===== src/rtl/mul_long_unit_if.sv =====
// Request/response bundle for mul_long_unit.
// MUL_LONG_ACCUMULATE_EN adds the Accumulate/AccIn request fields.
interface mul_long_unit_if #(
  parameter int unsigned WIDTH = 32
);
  logic               start;
  logic               Signed;
  logic [WIDTH-1:0]   a;
  logic [WIDTH-1:0]   b;
`ifdef MUL_LONG_ACCUMULATE_EN
  logic               Accumulate;
  logic [2*WIDTH-1:0] AccIn;
`endif
  logic               busy;
  logic               done;
  logic [WIDTH-1:0]   ResultLo;
  logic [WIDTH-1:0]   ResultHi;
  logic [1:0]         Flags;

`ifdef MUL_LONG_ACCUMULATE_EN
  modport master (output start, Signed, a, b, Accumulate, AccIn,
                  input  busy, done, ResultLo, ResultHi, Flags);
  modport slave  (input  start, Signed, a, b, Accumulate, AccIn,
                  output busy, done, ResultLo, ResultHi, Flags);
`else
  modport master (output start, Signed, a, b,
                  input  busy, done, ResultLo, ResultHi, Flags);
  modport slave  (input  start, Signed, a, b,
                  output busy, done, ResultLo, ResultHi, Flags);
`endif
endinterface


===== src/rtl/mul_long_unit.sv =====
// Iterative radix-2 signed/unsigned WIDTH x WIDTH -> 2*WIDTH multiplier.
// Optional accumulate-on-result enabled by macro MUL_LONG_ACCUMULATE_EN.
module mul_long_unit #(
  parameter int unsigned WIDTH = 32
) (
  input logic            clk,
  input logic            reset,
  mul_long_unit_if.slave bus
);
  localparam int unsigned PW    = 2 * WIDTH;
  localparam int unsigned CNT_W = $clog2(WIDTH);

  typedef enum logic [1:0] {IDLE, RUN, DONE} state_t;

  state_t           state;
  logic [CNT_W-1:0] cnt;
  logic             last;
  logic [WIDTH-1:0] mag_a;
  logic [PW-1:0]    prod;
  logic             neg;
`ifdef MUL_LONG_ACCUMULATE_EN
  logic             acc_en;
  logic [PW-1:0]    acc_val;
`endif

  logic [WIDTH-1:0] mag_a_in;
  logic [WIDTH-1:0] mag_b_in;
  logic             neg_in;
  logic [WIDTH-1:0] addend;
  logic [WIDTH:0]   step_sum;
  logic [PW-1:0]    prod_signed;
  logic [PW-1:0]    result;

  // Operand magnitudes; the most-negative value maps to its unsigned magnitude.
  always_comb begin
    mag_a_in = bus.a;
    mag_b_in = bus.b;
    if (bus.Signed && bus.a[WIDTH-1]) mag_a_in = ~bus.a + WIDTH'(1);
    if (bus.Signed && bus.b[WIDTH-1]) mag_b_in = ~bus.b + WIDTH'(1);
    neg_in = bus.Signed & (bus.a[WIDTH-1] ^ bus.b[WIDTH-1]);
  end

  // One shift-add step: the upper half gains the multiplicand when the LSB is set.
  always_comb begin
    addend   = prod[0] ? mag_a : '0;
    step_sum = {1'b0, prod[PW-1:WIDTH]} + {1'b0, addend};
  end

  always_comb begin
    prod_signed = neg ? (~prod + PW'(1)) : prod;
`ifdef MUL_LONG_ACCUMULATE_EN
    result = acc_en ? (prod_signed + acc_val) : prod_signed;
`else
    result = prod_signed;
`endif
  end

  always_ff @(posedge clk or posedge reset) begin
    if (reset) begin
      state        <= IDLE;
      cnt          <= '0;
      last         <= 1'b0;
      mag_a        <= '0;
      prod         <= '0;
      neg          <= 1'b0;
`ifdef MUL_LONG_ACCUMULATE_EN
      acc_en       <= 1'b0;
      acc_val      <= '0;
`endif
      bus.busy     <= 1'b0;
      bus.done     <= 1'b0;
      bus.ResultLo <= '0;
      bus.ResultHi <= '0;
      bus.Flags    <= '0;
    end else begin
      bus.done <= 1'b0;
      case (state)
        IDLE, DONE: begin
          if (bus.start) begin
            mag_a    <= mag_a_in;
            prod     <= {WIDTH'(0), mag_b_in};
            neg      <= neg_in;
`ifdef MUL_LONG_ACCUMULATE_EN
            acc_en   <= bus.Accumulate;
            acc_val  <= bus.AccIn;
`endif
            cnt      <= CNT_W'(WIDTH - 1);
            last     <= 1'b0;
            state    <= RUN;
            bus.busy <= 1'b1;
          end else begin
            state    <= IDLE;
            bus.busy <= 1'b0;
          end
        end
        RUN: begin
          // WIDTH step edges, then one edge to sign-correct and publish.
          if (!last) begin
            prod <= {step_sum, prod[WIDTH-1:1]};
            if (cnt == '0) last <= 1'b1;
            else           cnt  <= cnt - CNT_W'(1);
          end else begin
            last         <= 1'b0;
            state        <= DONE;
            bus.busy     <= 1'b0;
            bus.done     <= 1'b1;
            bus.ResultLo <= result[WIDTH-1:0];
            bus.ResultHi <= result[PW-1:WIDTH];
            bus.Flags    <= {result[PW-1], result == '0};
          end
        end
        default: begin
          state    <= IDLE;
          bus.busy <= 1'b0;
        end
      endcase
    end
  end
endmodule

===== src/flat_wrapper.sv =====
// flat-port wrapper written by rule: the top's interface ports become plain ports
module mul_long_unit_flat 
#(
  parameter int unsigned WIDTH = 32
)
  (clk, reset, bus_start, bus_Signed, bus_a, bus_b, bus_busy, bus_done, bus_ResultLo, bus_ResultHi, bus_Flags);
  mul_long_unit_if #(.WIDTH(WIDTH)) bus_i ();
  input logic clk;
  input logic reset;
  input wire logic [$bits(bus_i.start)-1:0] bus_start;
  input wire logic [$bits(bus_i.Signed)-1:0] bus_Signed;
  input wire logic [$bits(bus_i.a)-1:0] bus_a;
  input wire logic [$bits(bus_i.b)-1:0] bus_b;
  output wire logic [$bits(bus_i.busy)-1:0] bus_busy;
  output wire logic [$bits(bus_i.done)-1:0] bus_done;
  output wire logic [$bits(bus_i.ResultLo)-1:0] bus_ResultLo;
  output wire logic [$bits(bus_i.ResultHi)-1:0] bus_ResultHi;
  output wire logic [$bits(bus_i.Flags)-1:0] bus_Flags;
  assign bus_i.start = bus_start;
  assign bus_i.Signed = bus_Signed;
  assign bus_i.a = bus_a;
  assign bus_i.b = bus_b;
  assign bus_busy = bus_i.busy;
  assign bus_done = bus_i.done;
  assign bus_ResultLo = bus_i.ResultLo;
  assign bus_ResultHi = bus_i.ResultHi;
  assign bus_Flags = bus_i.Flags;
  mul_long_unit #(.WIDTH(WIDTH)) u_core (.clk(clk), .reset(reset), .bus(bus_i));
endmodule

===== config.mk =====
export PLATFORM = sky130hd
export DESIGN_NAME = mul_long_unit_flat
export DESIGN_NICKNAME = d
export VERILOG_FILES = /design/src/rtl/mul_long_unit_if.sv /design/src/rtl/mul_long_unit.sv /design/src/flat_wrapper.sv
export SDC_FILE = /design/constraint.sdc
export NUM_CORES = 1
export LEC_CHECK = 0
export ABC_AREA = 1
export CORE_MARGIN = 1.5
export CORE_UTILIZATION = 35
export CTS_CLUSTER_DIAMETER = 120
export CTS_CLUSTER_SIZE = 14
export DETAILED_ROUTE_END_ITERATION = 7
export PLACE_DENSITY = 0.59
export SLEW_MARGIN = 20
export SYNTH_ARGS = -nofsm -noshare
export SYNTH_HDL_FRONTEND = slang
export SYNTH_SLANG_ARGS = --single-unit

===== constraint.sdc =====
create_clock -name clk -period 7.85 [get_ports clk]
set_input_delay 2.355 -clock clk [delete_from_list [all_inputs] [get_ports clk]]
set_output_delay 2.355 -clock clk [all_outputs]
set_load 0.02 [all_outputs]

# Word level (Yosys, flattened, before mapping)
# Cells that the tools add are included.
# word_totals
ff_bits	173
latch_bits	0
ram_bits	0
mem_bits_ro	0
output_inout_bits	68
memories	0
# op_classes
addsub	5
mul	0
div_mod_pow	0
n_lt_le_gt_ge	0
n_eq_ne	6
n_shift	0
mux	23
n_bitwise	5
reduce_logical	12
# op_table
op	n
$mux 64	3
$pmux 64 s2	1
$mux 32	3
$add 32x1->32 const B	2
$add 64x1->64 const B	1
$logic_not 64->1	1
$not 32->32	2
$not 64->64	1
$add 32x32->33	1
$mux 5	3
$pmux 5 s2	1
$mux 1	8
$ne 2x2->1 const B	3
$reduce_and 2->1	3
$logic_not 5->1	1
$sub 5x1->5 const B	1
$pmux 1 s2	2
$pmux 2 s2	1
$reduce_and 4->1	1
$reduce_and 3->1	1
$eq 2x1->1 const B	1
$eq 2x2->1 const B	1
$logic_and 1x1->1	2
$logic_not 2->1	1
6 further kinds	6

# Longest topological paths before layout
# logic_depth
word_depth	5
ltp_mapped	18
mapped_depth_nobuf	17

# Worst setup path after synthesis
# Ideal clock, no wire load.
# synth_path
kind	input -> register
startpoint	in bus_b[1]
endpoint	reg u_core.prod[24]
setup_time_ns	0.130
t_arrival_ns	3.677
t_required_ns	7.720
slack_ns	4.042
stages	13
n_path_buf	0
path_cell_list	inv_1 ha_1 nand2_1 nor3_2 nand2_1 nor2_1 nand2_1 nand2_1 o21ai_0 a21oi_1 o21ai_0 o211ai_1 o21ai_0
# synth_via
elab_chain_len	5
# synth_rtl
item	line	source
start: declaration	flat_wrapper.sv:13	input wire logic [$bits(bus_i.b)-1:0] bus_b;
$not 32->32	mul_long_unit.sv:39	if (bus.Signed && bus.b[WIDTH-1]) mag_b_in = ~bus.b + WIDTH'(1);
$add 32x1->32	mul_long_unit.sv:39	
$mux 32	mul_long_unit.sv:39	
$mux 64	mul_long_unit.sv:79	if (bus.start) begin
$pmux 64 s2	mul_long_unit.sv:77	case (state)
end signal: assignment	mul_long_unit.sv:81	prod <= {WIDTH'(0), mag_b_in};
end signal: assignment	mul_long_unit.sv:99	prod <= {step_sum, prod[WIDTH-1:1]};
end: declaration	mul_long_unit.sv:19	logic [PW-1:0] prod;
# No other way between the ends. The select of a mux whose other input is x is not followed.
# A chain may end at the register's enable or synchronous reset.

# Worst setup path after layout
# layout_path
startpoint	in bus_Signed
endpoint	reg u_core.prod[26]
# layout_via
elab_chain_len	4
# layout_rtl
item	line	source
start: declaration	flat_wrapper.sv:11	input wire logic [$bits(bus_i.Signed)-1:0] bus_Signed;
$logic_and 1x1->1	mul_long_unit.sv:39	
$mux 32	mul_long_unit.sv:39	
$mux 64	mul_long_unit.sv:79	
$pmux 64 s2	mul_long_unit.sv:77	
# No other way between the ends. The select of a mux whose other input is x is not followed.

==> results.yml <==
power_and_ir_drop:
  power_frac_seq_pct: 27.9
  p_switching_w: 0.00332
  ir_drop_mv: 0.170
  power_density_mw_per_mm2: 424
  total_leakage_power_nw: 7.38
  power.internal_w: 0.00311
  power_frac_comb_pct: 58.5
  clkPwrFrac_pct: 13.6
  p_sw_share_pct: 51.7
worst_setup_path:
  cp_data_arrival_time_ps: 4950
  cp_top_family: "buffers and inverters"
  worst_setup_path_start_kind: "input port"
  critical_path_required_ps: 8160
  slowest_stage: "inv_1"
  path_buf_inv: 3
  slowest_delay_ps: 670
  crit_top_cell: "nand2_1"
  path_class: "in -> reg"
  cp_max_fo: 23
  crit_chain: "clkdlybuf4s50_1 > nand2_1 > inv_1 > nand2_1 > nand2_1 > clkinv_1 > a21oi_1 > o21ai_0 > o211ai_1 > o21ai_0"
  cp-end-kind: "flop"
clock_tree:
  ctsResizeCount: 0
  cts_sinks: 171
  path_clk_slew_ps: 80
  clk_latency_ps: 450
  cts_max_path_buffers: 2
  cts.htree.levels: 4
  root_buffer: "clkbuf_16"
  postCtsSetupRepairBufs: 0
  numCtsBuffers: 17
  ctsHoldBuffers: 0
  cts_tree: "built"
floorplanning:
  start_util_pct: 35.8
  die_w_um: 194
  dieArea_mm2: 0.0377
  ios: 136
  rows: 69
  dieHeight_um: 194
  coreArea_mm2: 0.0357
route:
  wl_met2_um: 16500
  dr_total_vias: 13000
  vias_per_cell: 5.06
  drc: 0
  drt_first_iter_violations: 984
  wl_um: 41200
  highest_layer: "met4"
  met1Wirelength_um: 21300
  ant_nets: 0
  dr_wl_met3_um: 2630
  routedWlPerCell_um: 16.1
  drtPass1Iterations: 6
cells_and_area:
  layout_common_cells: "nand2_1, nor2_1, inv_1, dfrtp_1, o21ai_0"
  antenna_cells: 0
  num-fill-cells: 3901
  final_common_cell: "nand2_1"
  drive_above_1_share_pct: 4.98
  fin_nets: 2201
  syn_to_final_growth_pct: 18.5
  design_area_mm2: 0.0152
status:
  status: "finished clean"
synthesis:
  synthMuxAreaShare_pct: 0
  syn_nets: 2097
  synth-simple-area-share_pct: 35.5
  syn_avg_cell_area_um2: 6.43
  synth-main-ff-cell: "dfrtp_1"
  ys_seq_area_share_pct: 33.4
  yosysWarnings: 0
  synth_compound_area_share_pct: 15.9
  ys_async_sr_fraction_pct: 100
  synth_adder_area_share_pct: 3.87
  synth_cells: 1990
  synth_edf_count: 0
  synth_cell_types: 48
  synthXorXnorAreaFrac_pct: 2.53
  synth_top_family_by_area: "simple AND/OR/NAND/NOR gates"
  netlist_area_mm2: 0.0128
  ys_ff_latch: 171
timing:
  hold-worst-slack_ps: 480
  worst_slew_pin_slew_ps: 910
  fin_tns_setup_ps: 0
  rsz0062_at_grt: "no"
  fin_crit_sh_pct: 59.1
  period_needed_ps: 4640
  hold_viol: 0
  max_freq_mhz: 216
  clock_skew_ps: 16.4
  relSlewSlack_pct: 39.3
  finalSetupViolations: 0
  drv_slew: 0
min_path:
  hp-class: "reg -> reg"
global_route:
  antenna_found_initial: 1
  grt-ovfl-total: 0
  grt_usage_pct: 21.9
  grt_max_degree: 83
  grt_pass1_wl_um: 65300
  grt_pass1_vias: 12000
run:
  cap_violations: 0
placement:
  place_area_mm2: 0.0146
  dp_hpwl_um: 32900
  portBuffers: 135
  routabilityCongestion: 0.932
path summary, 6_finish.rpt:
| path | from | end | slack, ps | cells past startpoint |
|---|---|---|---|---|
| min in group asynchronous | reset | u_core.prod[29] | 2410 | 2 |
| hold reg to reg | u_core.bus.ResultLo[19] | u_core.bus.ResultLo[19] | 480 | 2 |
| setup reg to reg | u_core.state[0] | u_core.prod[18] | 4170 | 11 |
| setup / recovery | bus_Signed | u_core.prod[26] | 3210 | 10 |
| hold / removal | u_core.bus.ResultLo[19] | u_core.bus.ResultLo[19] | 480 | 2 |
| max in group asynchronous | reset | u_core.bus.ResultHi[22] | 4300 | 3 |
cell type report:
class,count,area (um^2),area share [%]
clock buffers,17,425,2.81
repair buffers,146,1430,9.46
flip-flops and latches,171,4280,28.2
well taps,461,577,3.80
multi-input cells,1525,7400,48.8
inverters,233,881,5.81
clock inverters,15,163,1.07
sequential cells by signal (all words and copies together) (netlist names):
| name | cells |
|---|---|
| u_core.bus.done | 1 |
| u_core.bus.Flags | 2 |
| u_core.bus.ResultHi | 31 |
| u_core.cnt | 5 |
| u_core.state | 2 |
| u_core.mag_a | 32 |
| u_core.prod | 64 |
| u_core.last | 1 |
| u_core.neg | 1 |
| u_core.bus.ResultLo | 32 |
synth_stat cells (12+ instances only):
cell        n  area share [%]
o22ai_1    15            0.73
nor2_1    254             7.4
dfrtp_1   171              33
a31oi_1    19            0.93
xor2_1     31             2.1
o21ai_0   166             6.5
o21ai_1    14            0.55
nor2_2     12            0.59
inv_1     226             6.6
nor3_1     16            0.63
nand4_1    16            0.78
nand2_1   623              18
o211ai_1   18             1.1
a21oi_1    86             3.4
nand3_1   114             4.5
clkbuf_1   44             1.3
ha_1       38             3.7
kinds of logic after synthesis:
group | after synthesis
AND/OR/NAND/NOR | 1088
buffers and inverters | 294
flip-flops | 171
adder cells (fa/ha/maj) | 39
XOR/XNOR | 37
AO/OA/AOI/OAI | 361
metrics by stage:
| step | power (W) | instances | utilization, % | setup WS, ps |
|---|---|---|---|---|
| 4_1_cts | 0.00641 | 2568 | 42.4 | 3270 |
| 3_5_place_dp | 0.00553 | 2536 | 40.8 | 2780 |
| 6_report | 0.00643 | 2568 | 42.4 | 3210 |
| 3_3_place_gp | 0.00548 | 2536 | 40.8 | 2770 |
| 5_1_grt | 0.00702 | 2568 | 42.4 | 2960 |
| 2_1_floorplan | 0.00425 | 1990 | - | 863 |
worst reg2reg max path: stages (launching register included):
cell      delay, ps
dfrtp_1         390
inv_1           120
nor2_4          690
inv_2           520
nor2_2          200
buf_4           320
nor2_1           70
buf_4           240
inv_2           100
buf_4           530
o221ai_1        270
o21ai_0         130
layer usage:
layer	vias up	track usage [%]
li1	6649	-
met1	5884	34.0
met2	426	31.3
met3	45	2.77
met4	0	6.19
met5	-	0
power groups by stage:
stage | Sequential, W | Combinational [W] | Clock, W
4_1_cts | 0.00178 | 0.00374 | 0.000886
3_5_place_dp | 0.00180 | 0.00373 | 0
6_report | 0.00180 | 0.00376 | 0.000875
5_1_grt | 0.00185 | 0.00425 | 0.000925
2_1_floorplan | 0.00178 | 0.00247 | 0
3_3_place_gp | 0.00179 | 0.00368 | 0
No activity file was read; power rests on OpenSTA's default activity.
